===== src/rtl/run_sequencer.sv =====
// run_sequencer: multi-cycle run controller for the accumulator core.
// Owns the program counter and steps each instruction through FETCH, EXEC and,
// for loads, MEMWAIT. ExecEn is the single commit strobe that qualifies the
// decoder's write enables.
//
// Ports:
//   Clk, Reset          clock, asynchronous active-high reset
//   Start, StartAddr    run request and entry PC (honoured in IDLE/DONE only)
//   Halt, Branch, BranchTaken, BranchTarget, ReadMem, WriteMem
//                       decoder flags, meaningful during EXEC
//   PC                  current instruction address (registered)
//   InstFetch           instruction ROM / IR load enable
//   ExecEn              one-cycle commit pulse
//   MemReq              data-memory access active
//   Done                program finished, held until next Start
//   CycleCount          active cycles of the current/last run (saturating)
module run_sequencer #(
  parameter int PC_W    = 10,
  parameter int MEM_LAT = 1
) (
  input  logic            Clk,
  input  logic            Reset,
  input  logic            Start,
  input  logic [PC_W-1:0] StartAddr,
  input  logic            Halt,
  input  logic            Branch,
  input  logic            BranchTaken,
  input  logic [PC_W-1:0] BranchTarget,
  input  logic            ReadMem,
  input  logic            WriteMem,
  output logic [PC_W-1:0] PC,
  output logic            InstFetch,
  output logic            ExecEn,
  output logic            MemReq,
  output logic            Done,
  output logic [15:0]     CycleCount
);

  typedef enum logic [2:0] {
    S_IDLE, S_FETCH, S_EXEC, S_MEMWAIT, S_DONE
  } state_t;

  // MEMWAIT runs WAIT_INIT+1 cycles, the last of which commits the load.
  localparam logic [1:0] WAIT_INIT = 2'(MEM_LAT - 1);

  state_t          r_state, w_next;
  logic [PC_W-1:0] r_pc, w_pc_next, w_pc_inc;
  logic [1:0]      r_wait, w_wait_next;
  logic [15:0]     r_cycles;
  logic            w_start;
  logic            w_active;

  assign w_pc_inc = r_pc + PC_W'(1);  // wraps modulo 2^PC_W
  assign w_active = (r_state == S_FETCH) || (r_state == S_EXEC) ||
                    (r_state == S_MEMWAIT);

  always_comb begin
    w_next      = r_state;
    w_pc_next   = r_pc;
    w_wait_next = r_wait;
    w_start     = 1'b0;
    InstFetch   = 1'b0;
    ExecEn      = 1'b0;
    MemReq      = 1'b0;
    Done        = 1'b0;
    case (r_state)
      S_IDLE: begin
        if (Start) begin
          w_next    = S_FETCH;
          w_pc_next = StartAddr;
          w_start   = 1'b1;
        end
      end
      S_FETCH: begin
        InstFetch = 1'b1;
        w_next    = S_EXEC;
      end
      S_EXEC: begin
        // Halt > Branch > ReadMem > WriteMem > everything else
        if (Halt) begin
          w_next = S_DONE;
        end else if (Branch) begin
          ExecEn    = 1'b1;
          w_pc_next = BranchTaken ? BranchTarget : w_pc_inc;
          w_next    = S_FETCH;
        end else if (ReadMem) begin
          // Load commits only once data has arrived, at the end of MEMWAIT.
          MemReq      = 1'b1;
          w_wait_next = WAIT_INIT;
          w_next      = S_MEMWAIT;
        end else if (WriteMem) begin
          MemReq    = 1'b1;
          ExecEn    = 1'b1;
          w_pc_next = w_pc_inc;
          w_next    = S_FETCH;
        end else begin
          ExecEn    = 1'b1;
          w_pc_next = w_pc_inc;
          w_next    = S_FETCH;
        end
      end
      S_MEMWAIT: begin
        MemReq = 1'b1;
        if (r_wait != 2'd0) begin
          w_wait_next = r_wait - 2'd1;
        end else begin
          ExecEn    = 1'b1;
          w_pc_next = w_pc_inc;
          w_next    = S_FETCH;
        end
      end
      S_DONE: begin
        Done = 1'b1;
        if (Start) begin
          w_next    = S_FETCH;
          w_pc_next = StartAddr;
          w_start   = 1'b1;
        end
      end
      default: w_next = S_IDLE;
    endcase
  end

  always_ff @(posedge Clk or posedge Reset) begin
    if (Reset) begin
      r_state  <= S_IDLE;
      r_pc     <= '0;
      r_wait   <= 2'd0;
      r_cycles <= 16'd0;
    end else begin
      r_state <= w_next;
      r_pc    <= w_pc_next;
      r_wait  <= w_wait_next;
      if (w_start)
        r_cycles <= 16'd0;
      else if (w_active && (r_cycles != 16'hFFFF))
        r_cycles <= r_cycles + 16'd1;
    end
  end

  assign PC         = r_pc;
  assign CycleCount = r_cycles;

endmodule

===== config.mk =====
export PLATFORM = sky130hd
export DESIGN_NAME = run_sequencer
export DESIGN_NICKNAME = d
export VERILOG_FILES = /design/src/rtl/run_sequencer.sv
export SDC_FILE = /design/constraint.sdc
export NUM_CORES = 1
export LEC_CHECK = 0
export CORE_MARGIN = 4
export CORE_UTILIZATION = 30
export CTS_CLUSTER_DIAMETER = 50
export CTS_CLUSTER_SIZE = 16
export DETAILED_ROUTE_END_ITERATION = 10
export PLACE_DENSITY = 0.5
export SYNTH_ARGS = -nofsm -noshare
export SYNTH_HDL_FRONTEND = slang
export SYNTH_SLANG_ARGS = --single-unit

===== constraint.sdc =====
create_clock -name Clk -period 4.7 [get_ports Clk]
set_clock_uncertainty 0.15 [all_clocks]
set_input_delay 0.94 -clock Clk [delete_from_list [all_inputs] [get_ports Clk]]
set_output_delay 0.94 -clock Clk [all_outputs]
set_load 0.01 [all_outputs]

==> results of run 1 <==
power breakdown:
group | internal, mW | switching (mW) | leakage, nW | total [mW]
Clock | 0.155 | 0.0993 | 0.0513 | 0.255
Combinational | 0.329 | 0.326 | 0.657 | 0.655
Sequential | 0.335 | 0.130 | 0.406 | 0.465
worst max path at each step:
stage                from  depth (start not counted)  slack [ns]  endpoint
2_1_floorplan     ReadMem                          3        2.21    ExecEn
3_3_place_gp       Branch                          5        1.13    ExecEn
3_5_place_dp       Branch                          5        1.13    ExecEn
4_1_cts        r_state[0]                          3        1.10      Done
5_1_grt        r_state[0]                          3        0.93      Done
6_report       r_state[0]                          3        1.12      Done
state kept, by name, summed over array words and instances, names as in the netlist:
name / flops
CycleCount: 16
PC: 10
r_state: 3
r_wait: 2
final cells by class:
cell class | instances | share of cell area
Clock inverter | 1 | 0.0108
Timing Repair Buffer | 59 | 0.210
Clock buffer | 6 | 0.0260
Tap cell | 77 | 0.0345
Sequential cell | 31 | 0.278
Multi-Input combinational cell | 178 | 0.433
Inverter | 6 | 0.00807
through the flow:
| step | setup WS (ns) | std cells |
|---|---|---|
| after floorplan | 2.21 | 224 |
| after global placement | 1.13 | 351 |
| after detailed placement | 1.13 | 351 |
| after CTS | 1.10 | 358 |
| after global routing | 0.935 | 358 |
| final | 1.12 | 358 |
cells by family after synthesis:
family / Yosys count
multiplexers: 3
AO/OA/AOI/OAI: 62
XOR/XNOR: 9
adder cells (fa/ha/maj): 3
AND/OR/NAND/NOR: 101
flip-flops: 31
buffers and inverters: 15
worst reg2reg max path: cells and delay by family, from the launching register on:
kind / cells / cell delay (ns)
and+or+nand+nor: 3 / 1.66
DFF: 1 / 0.62
AOI/OAI and AO/OA: 2 / 0.43
cell usage in the layout (no fill, tap or decap), drive strengths merged, types with 4 or more instances in the layout:
master,synthesis,final
nor2b,7,7
o21ai,15,15
inv,6,6
clkdlybuf4s50,0,57
xnor2,8,8
a22o,7,7
nor3,10,10
a22oi,6,6
nand4,6,6
and3,5,5
nand2,21,21
nor4,4,4
nor2,21,21
dfrtp,31,31
clkbuf,3,6
o31ai,4,4
a21oi,8,8
a211oi,4,4
nand3,11,11
per-layer routing:
layer | share of wire | wire [um] | GRT usage
met1 | 0.49 | 2740 | 0.191
met2 | 0.45 | 2530 | 0.217
met3 | 0.048 | 271 | 0.0342
met4 | 0.0079 | 44 | 0.0364
met5 | 0 | 0 | 0
==> results.txt, run 1 <==
- Status: complete, no violations
- Entering global routing, the biggest net connects 32 pins.
* Layout area overhead: 35.3%
- The post-synthesis compound-gate area fraction came to 0.219.
- Area of all placed cells without fillers: 2790 um^2
- Worst min-delay path startpoint: r_wait[1]
* Critical path's largest stage delay: 0.78 ns
- Area taken by multi-input logic gates: 1210 um^2
- The completed layout was analyzed and its total power is between 1 and 1.5 mW.
* Minimum hold slack: 0.387 ns
- Most area-consuming cells after synthesis: sky130_fd_sc_hd__dfrtp_1, sky130_fd_sc_hd__nor2_1, sky130_fd_sc_hd__nand2_1
- Across the whole layout, storage elements account for 776 um^2.
* Clock input transition at the sequential cells of the worst setup and hold paths: 0.06 ns
- Share of final-layout standard cells stronger than drive strength 1: 0.103
- Data on the critical path is required at its endpoint by 3.61 ns.
- Worst reg2reg setup slack: 1.73 ns
- WHS Endpoint: r_wait[1]
- Summing all placed instances gives a cell area of 2690 um^2.
* Max-cap violations: 0
* Largest fanout on the critical path: 21
- The routed design has 5590 um of wire.
- Of the total synthesized cell area, the portion taken by full adders, half adders and majority gates is 0.0182.
* Startpoint types: register
- Transition time at the pin with the least slew margin: 0.886 ns
- The count of buffers added on input and output ports is 57.
* Post-route antenna net violation count: 0
- Number of warnings reported in the yosys synthesis log: 0
- Net count of the finished layout: ~310
- Total negative slack for setup checks: 0 ns
- Root buffer cell: sky130_fd_sc_hd__clkbuf_8
* Overall die height: 90.9 um
- The first global-routing pass estimated approximately 9400 um of wire.
* Sum of buffers and inverters on the critical path: 1
- The share of the Yosys chip area taken by registers is 0.376.
- Number of resized instances in the post-cts repair step: 0
- Arrival time worst endpoint: 2.49 ns
- Type of element capturing the critical path: primary output
- The critical path in this run is classified as register to primary output.
- CTS H-tree lvls: 2
* Horizontal die dimension: 90.9 um
* Leakage: between 1 and 1.5 nW
* Count of hold-fix buffers inserted at cts: 0
* Most frequent cells after synthesis: sky130_fd_sc_hd__dfrtp_1, sky130_fd_sc_hd__nor2_1, sky130_fd_sc_hd__nand2_1, sky130_fd_sc_hd__o21ai_0
* Initial core utilization: 0.317
* Dominant synthesized flop cell: sky130_fd_sc_hd__dfrtp_1
- Clock tree sinks: 31
- Area share of the leading cell type in the synthesized netlist: 0.376
* Skew-Pair Late Insertion Delay: 0.28 ns
- For this design, the slowest cell found on the critical path is sky130_fd_sc_hd__nor2_1.
* Count of unresolved DRC violations after routing: 0
- RR Startpoint: r_state[0]
* Number of global-route vias before repair: about 1900
- Cells along the critical path: nor2_1, and2_1, clkdlybuf4s50_1
- Max-slew violations: 0
- In this run the deepest clock path goes through 2 buffers.
* Cell area after synthesis: 2060 um^2
* XOR/XNOR share of the synthesized area: 0.0382
- Unrepaired setup endpoints after global routing: no
* IR drop worst, VDD: 0.227 mV
- After detailed routing, the number of vias per cell comes to 5.21.
- Total via count after detailed routing: 1864
* Post-Synth Simple-Gate Area: 0.296
* Top-count cell post-synth: sky130_fd_sc_hd__dfrtp_1
- TritonCTS built the clock tree.
* Proportion of register bits with asynchronous set or reset after synthesis: 1.00
* HPWL after detailed placement: ~4100 um
* Syn_area_per_cell: between 9 and 10 um^2
- For this design the top-level I/O count stands at between 50 and 60.
- Hold Path Cell Cnt: 1
- Inserted Clock Buffers: 5
- In the global route stage, overall resource usage came out at 0.138.
- Detailed-router iteration count before antenna repair: 4
* Setup fix buffers added after clock tree synthesis: 0
- Power density over the cells: 493 nW/um^2
- Final setup viols: 0
- Multiplexer fraction of the synthesized cell area: 0.0146
* Final min period: 3.58 ns
- Number of diodes added for antenna fixing: 0
- Number of fill cells in the layout: 635
- Die Outline Area: 8260 um^2
- Flops & latches, synth: 31
- Synthesis produced a netlist with a net count of 255.
* Residual overflow from global routing: 0
* Final estimated routing congestion in global placement: 0.782
- Number of flops mapped to enable cells by yosys: 0
- Cell count of the worst reg-to-reg path: 5
- Number of antenna violations at the first check in global routing: 0
* Largest area contributor in the netlist: sky130_fd_sc_hd__dfrtp_1
* Crit path max-delay family: simple AND/OR/NAND/NOR gates
* Final Hold Viols: 0
- Measured against its own limit, the worst slew margin works out to 0.407.
- DRC marker count from the first detailed-route iteration: 86
* Path type of the worst min-delay path: register to register
* Core Region: 6490 um^2
- Dividing the final minimum period by the clock period gives 0.761.
- By area, the combinational part of the netlist is dominated by simple AND/OR/NAND/NOR gates.
- In this run the critical register-to-register path is captured at PC[4].
- Static timing analysis puts the maximum clock frequency at between 200 and 300 MHz.
- Number of standard-cell rows in the floorplan: 29
- Synth unique cells: between 50 and 60
- Core occupancy in the finished layout: 0.430
* Post-Syn Instances: around 220
* Routed wire per std cell: 15.6 um
(Power assumes the default switching activity.)
==> run 2: changes to the inputs <==
- PLACE_DENSITY: 0.5 -> 0.52
- clock period: 4.7 -> 3.2 ns (I/O delays scaled with it)
==> results.txt, run 2 (synthesized netlist as in run 1, its figures left out) <==
* Setup fix buffers added after clock tree synthesis: 0
- Entering global routing, the biggest net connects 32 pins.
- TritonCTS built the clock tree.
- Residual overflow from global routing: 0
- Type of element capturing the critical path: primary output
- Psw: 0.815 mW
- Counting tap cells, the placed design contains a total of 352 instances.
- The floorplan has 29 rows.
- Total negative slack for setup checks: 0 ns
- The register with the most flip-flops in the layout has 16 of them.
- Upper clock frequency limit: 337 MHz
- Of the total power, the share spent switching nets is 0.397.
* Routed wire per std cell: around 15 um
* Max Buffers Root-to-Sink: 2
- The share of total power dissipated in combinational logic is 0.472.
- From synthesis to final layout, the design area changed by 36.4%.
- In this run, post-CTS hold repair placed 0 buffers.
- Most common library cell in the layout ignoring fill and taps: sky130_fd_sc_hd__clkdlybuf4s50_1
* Final WL: 5460 um
- Fill cells in the final layout number 643.
* Cells along the critical path: clkdlybuf4s50_1, nor2b_1, nand3b_2, nand2_1, clkdlybuf4s50_1
- The final count of hold timing violations came to 0.
* Worst slew margin: 0.571
- Final hold analysis gives a worst-case slack of 0.387 ns.
- Final estimated routing congestion in global placement: 0.775
* Final instance count without filler cells: 360
- For this design, the sink count on the clock tree is 31.
- At the pin with the least slew margin, the transition time is 0.644 ns.
- The clock tree synthesis step divided the H-tree into 2 levels.
- Summing all flip-flop and latch instances after layout gives 776 um^2.
- Required time of the critical path: 2.41 ns
* Initial core utilization: 0.317
- For this run, the total global-route usage over all layers was measured as 0.136.
- Part of the total power dissipated in the clock network: 0.198
- For this run, the share of the core covered by cells in the final layout is 0.433.
- Once detailed placement completed, the half-perimeter wirelength came to 4010 um.
* Core Region: 6490 um^2
- Arrival time worst endpoint: between 2 and 2.5 ns
- Path type of the worst min-delay path: register to register
- Inserted Clock Buffers: 5
- DRC marker count from the first detailed-route iteration: 136
- Number of resized instances in the post-cts repair step: 0
- Setup slack closes at 0.229 ns.
* Net count of the finished layout: 313
- The detailed router placed 1906 vias in this run.
* Post-route antenna net violation count: 0
- The multi-input combinational cells in the finished layout cover a total of approximately 1200 um^2.
- Root buffer cell: sky130_fd_sc_hd__clkbuf_8
* Most frequent cells in the layout: sky130_fd_sc_hd__clkdlybuf4s50_1, sky130_fd_sc_hd__dfrtp_1, sky130_fd_sc_hd__nor2_1
- Final min period: a little under 3 ns
- Using the TritonRoute via totals, the vias-per-cell ratio works out to roughly 5.3.
- In this run the static leakage power is 1.13 nW.
- The later pin in the worst-skew pair is clocked with a latency of 0.29 ns.
- Sum of buffers and inverters on the critical path: 2
- Number of antenna violations at the first check in global routing: 0
- After layout, the design draws a total of 2.05 mW.
- 58 I/O pins were placed.
* Max-slew violations: 0
- Total placed instance area: approximately 2700 um^2
- Final setup viols: 0
* DP Worst Slack: 0.227 ns
- The die is 90.9 um tall.
- Die Outline Area: 8260 um^2
* WS Path Type: input port to primary output
* Power density over the cells: around 730 nW/um^2
- Unrepaired setup endpoints after global routing: no
- Of all nets on the critical path, the largest fanout is 6.
- The pre-antenna-repair detailed-routing pass consisted of 4 iterations.
* Count of unresolved DRC violations after routing: 0
* Cell type of the slowest stage on the worst timing path: sky130_fd_sc_hd__clkdlybuf4s50_1
- Number of global-route vias before repair: 1814
* Cell occurring most often along the worst timing path: sky130_fd_sc_hd__clkdlybuf4s50_1
- The worst setup path is launched from an input port.
- In the finished design, the share of the clock period the worst path needs comes to 0.928.
- Max-cap violations: 0
- The largest single stage delay on the critical path is 0.56 ns.
- Wire length of the first global-routing pass: 9180 um
- Crit path max-delay family: buffers and inverters
- Clock input transition at the sequential cells of the worst setup and hold paths: 0.06 ns
* Horizontal die dimension: 90.9 um
- The count of buffers added on input and output ports is 57.
- Number of diodes added for antenna fixing: 0
- The run finished with clean final reports.
- In the final layout, the share of cells above drive strength 1 is 0.113.
- The worst-case IR drop observed on VDD is 0.355 mV.
* Area of all placed cells without fillers: 2810 um^2
- Of the total power, registers draw 0.330.
- Internal cell power: around 1.2 mW
run 2: path summary, 6_finish.rpt:
path / startpoint / to / slack, ns / cells after the start
worst min-delay path: r_wait[1] / r_wait[1] / 0.39 / 1
worst max register to register: r_state[0] / PC[9] / 0.82 / 6
min in group asynchronous: Reset / PC[8] / 0.60 / 3
worst min register to register: r_wait[1] / r_wait[1] / 0.39 / 1
max in group asynchronous: Reset / r_state[1] / 1.99 / 3
worst max-delay path: Branch / ExecEn / 0.23 / 5
run 2: layout make-up:
class,count,area share
multi-input cells,178,0.429
inverters,6,0.00801
clock inverters,2,0.0125
well taps,77,0.0343
flip-flops and latches,31,0.276
repair buffers,60,0.211
clock buffers,6,0.0294
run 2: power groups by stage:
stage / Combinational, mW / Clock, mW / Sequential [mW]
floorplan: 0.645 / 0 / 0.646
global placement: 0.977 / 0 / 0.684
detailed placement: 0.975 / 0 / 0.688
CTS: 0.979 / 0.421 / 0.681
global route: 1.08 / 0.435 / 0.707
finish: 0.968 / 0.406 / 0.678
run 2: layer usage:
metal	vias to the layer above	global-route usage	part of all wire
li1	954	-	-
met3	4	0.0442	0.053
met1	912	0.196	0.52
met2	36	0.195	0.42
met5	-	0	0
met4	0	0.0377	0.011
run 2: worst reg2reg max path, delay by kind of cell, from the launching register on:
family	cells	cell delay, ns
DFF	1	0.75
AOI/OAI and AO/OA	1	0.14
buffers and inverters	1	0.21
and+or+nand+nor	4	0.99
==> run 3: changes to the inputs <==
- CELL_PAD_IN_SITES_DETAIL_PLACEMENT: not set -> 0
- CELL_PAD_IN_SITES_GLOBAL_PLACEMENT: not set -> 2
- CORE_UTILIZATION: 30 -> 26
- PLACE_DENSITY: 0.52 -> 0.73
- TNS_END_PERCENT: not set -> 10
==> results.txt, run 3 (synthesized netlist as in run 1, its figures left out) <==
- Summed over all nets, wire length on met3 after detailed routing comes to 280 um.
- For this run, the total global-route usage over all layers was measured as 0.121.
- Status: complete, no violations
* Initial core utilization: 0.267
- Walking the worst path, the cells encountered are clkdlybuf4s50_1, nor2b_1, nand3b_2, nand2_1, clkdlybuf4s50_1.
- In this run the static leakage power is 1.13 nW.
* TritonCTS clock tree: yes
* Routed wire per std cell: 14.6 um
* Sum of buffers and inverters on the critical path: 2
- Post-CTS repair changed the size of 0 cells.
- The die is 97.1 um tall.
- Along the worst path, the maximum fanout reaches 6.
- Core Region: 7730 um^2
- Root buffer cell: sky130_fd_sc_hd__clkbuf_8
- The H-tree was split into 2 levels.
- After detailed placement, the design holds a cell count of 378.
- Most frequent cells in the layout: sky130_fd_sc_hd__clkdlybuf4s50_1, sky130_fd_sc_hd__dfrtp_1, sky130_fd_sc_hd__nor2_1
- Transition time at the pin with the least slew margin: 0.657 ns
- In the final layout, the share of cells above drive strength 1 is 0.116.
- Setup violations remaining at the end of the flow were counted as 0.
- Worst min-delay path startpoint: CycleCount[9]
- Layout area overhead: 38.3%
* Power density over the cells: 726 nW/um^2
- In this run the deepest clock path goes through 2 buffers.
- The worst hold path terminates at CycleCount[9].
- Final WL: 5650 um
- Counting the buffers created by CTS gives 5.
- Final estimated routing congestion in global placement: between 0.7 and 0.8
- The number of setup buffers added after CTS is 0.
* Net count of the finished layout: 314
- The routed layout has between 1500 and 2000 vias.
* Worst reg2reg setup slack: around 0.82 ns
* Number of top-level pins: 58
* Count of unresolved DRC violations after routing: 0
* Die Outline Area: approximately 9400 um^2
- The worst register-to-register path ends at PC[4].
- The register with the most flip-flops in the layout has 16 of them.
- Routed length on met2: 2440 um
- Type of element capturing the critical path: primary output
- The highest metal layer carrying signal wires in the routed design is met4.
- Max-slew violations: 0
- The detail route stage leaves a number of antenna-violating nets equal to 0.
* Routed met1 length: 2870 um
- Among the stages of the critical path, the cell type that occurs most often is sky130_fd_sc_hd__clkdlybuf4s50_1.
- The final count of hold timing violations was 0.
- Wire length of the first global-routing pass: 9240 um
- Final min period: 2.97 ns
- For this design, the slowest cell found on the critical path is sky130_fd_sc_hd__clkdlybuf4s50_1.
- RR Startpoint: r_state[0]
- The number of antenna violations at the first check in global routing came to 0.
- Counting cells, the worst reg-to-reg path comes to 5.
- STA puts the critical path data required time at roughly 2.4 ns.
- Clock latency on the worst-skew pair, taken at its later pin, is a little under 0.3 ns.
- In the routed layout, each cell is associated on average with a via count of between 4 and 5.
- Detailed-router iteration count before antenna repair: 4
* Clock input transition at the sequential cells of the worst setup and hold paths: 0.07 ns
- DRC marker count from the first detailed-route iteration: 82
* Crit path max-delay family: buffers and inverters
- Number of standard-cell rows in the floorplan: 32
* WS Path Type: input port to primary output
* Upper clock frequency limit: ~340 MHz
* HPWL after detailed placement: between 4000 and 5000 um
- Worst slew margin: 0.562
* Arrival time worst endpoint: 2.18 ns
- Number of global-route vias before repair: 1800
* Period Utilization, post-route: 0.928
- The worst-case IR drop observed on VDD is roughly 0.23 mV.
- Counting instances, the worst hold path has a depth of 1.
- The number of antenna diodes in the final layout is 0.
- Final instance count without filler cells: a little under 400
* Total negative slack for setup checks: 0 ns
- Entering global routing, the biggest net connects 32 pins.
- The clock net in this run drives a total of 31 sinks.
- After global routing the overflow that remains totals 0.
* Count of hold-fix buffers inserted at cts: 0
- Path type of the worst min-delay path: register to register
- Unrepaired setup endpoints after global routing: no
- The count of buffers added on input and output ports is 57.
* Max-cap violations: 0
- STA classifies the critical path startpoint as an input port.
- Most common library cell in the layout ignoring fill and taps: sky130_fd_sc_hd__clkdlybuf4s50_1
* Critical path's largest stage delay: 0.56 ns
- Horizontal die dimension: 97.1 um
## run 3: cell type report
class / count / area [um^2]
tap: 102 / 128
fill: 817 / 4880
timing repair buffer: 61 / 601
clock inverter: 2 / 35.0
inverter: 6 / 22.5
multi-input combinational: 178 / 1210
clock buffer: 6 / 82.6
sequential: 31 / 776
## run 3: through the flow
step / total power, mW / area (um^2) / setup slack [ns] / utilization / hold slack, ns
CTS: 2.10 / 2850 / 0.208 / 0.369 / 0.399
finish: 2.07 / 2850 / 0.231 / 0.369 / 0.393
global placement: 1.68 / 2730 / 0.218 / 0.354 / 0.361
floorplan: 1.29 / 2060 / 1.27 / - / 0.337
detailed placement: 1.67 / 2730 / 0.219 / 0.354 / 0.382
global route: 2.22 / 2850 / 0.145 / 0.369 / 0.433
## run 3: metal layers
metal	vias to the layer above	global-route usage
li1	958	-
met1	891	0.171
met2	44	0.175
met3	4	0.0323
met4	0	0.0454
met5	-	0
## run 3: how the worst max path moves through the flow
stage / start / to / slack, ns / depth (start not counted)
finish: Branch / ExecEn / 0.23 / 5
global route: Branch / ExecEn / 0.15 / 5
CTS: Branch / ExecEn / 0.21 / 5
detailed placement: Branch / ExecEn / 0.22 / 5
global placement: Branch / ExecEn / 0.22 / 5
floorplan: ReadMem / PC[6] / 1.27 / 6
## run 3: power by group
| group | leakage [nW] | total, mW | switching, mW | internal, mW |
|---|---|---|---|---|
| Combinational | 0.667 | 0.988 | 0.490 | 0.498 |
| Clock | 0.0612 | 0.412 | 0.160 | 0.252 |
| Sequential | 0.406 | 0.670 | 0.178 | 0.492 |
| Total | 1.13 | 2.07 | 0.828 | 1.24 |
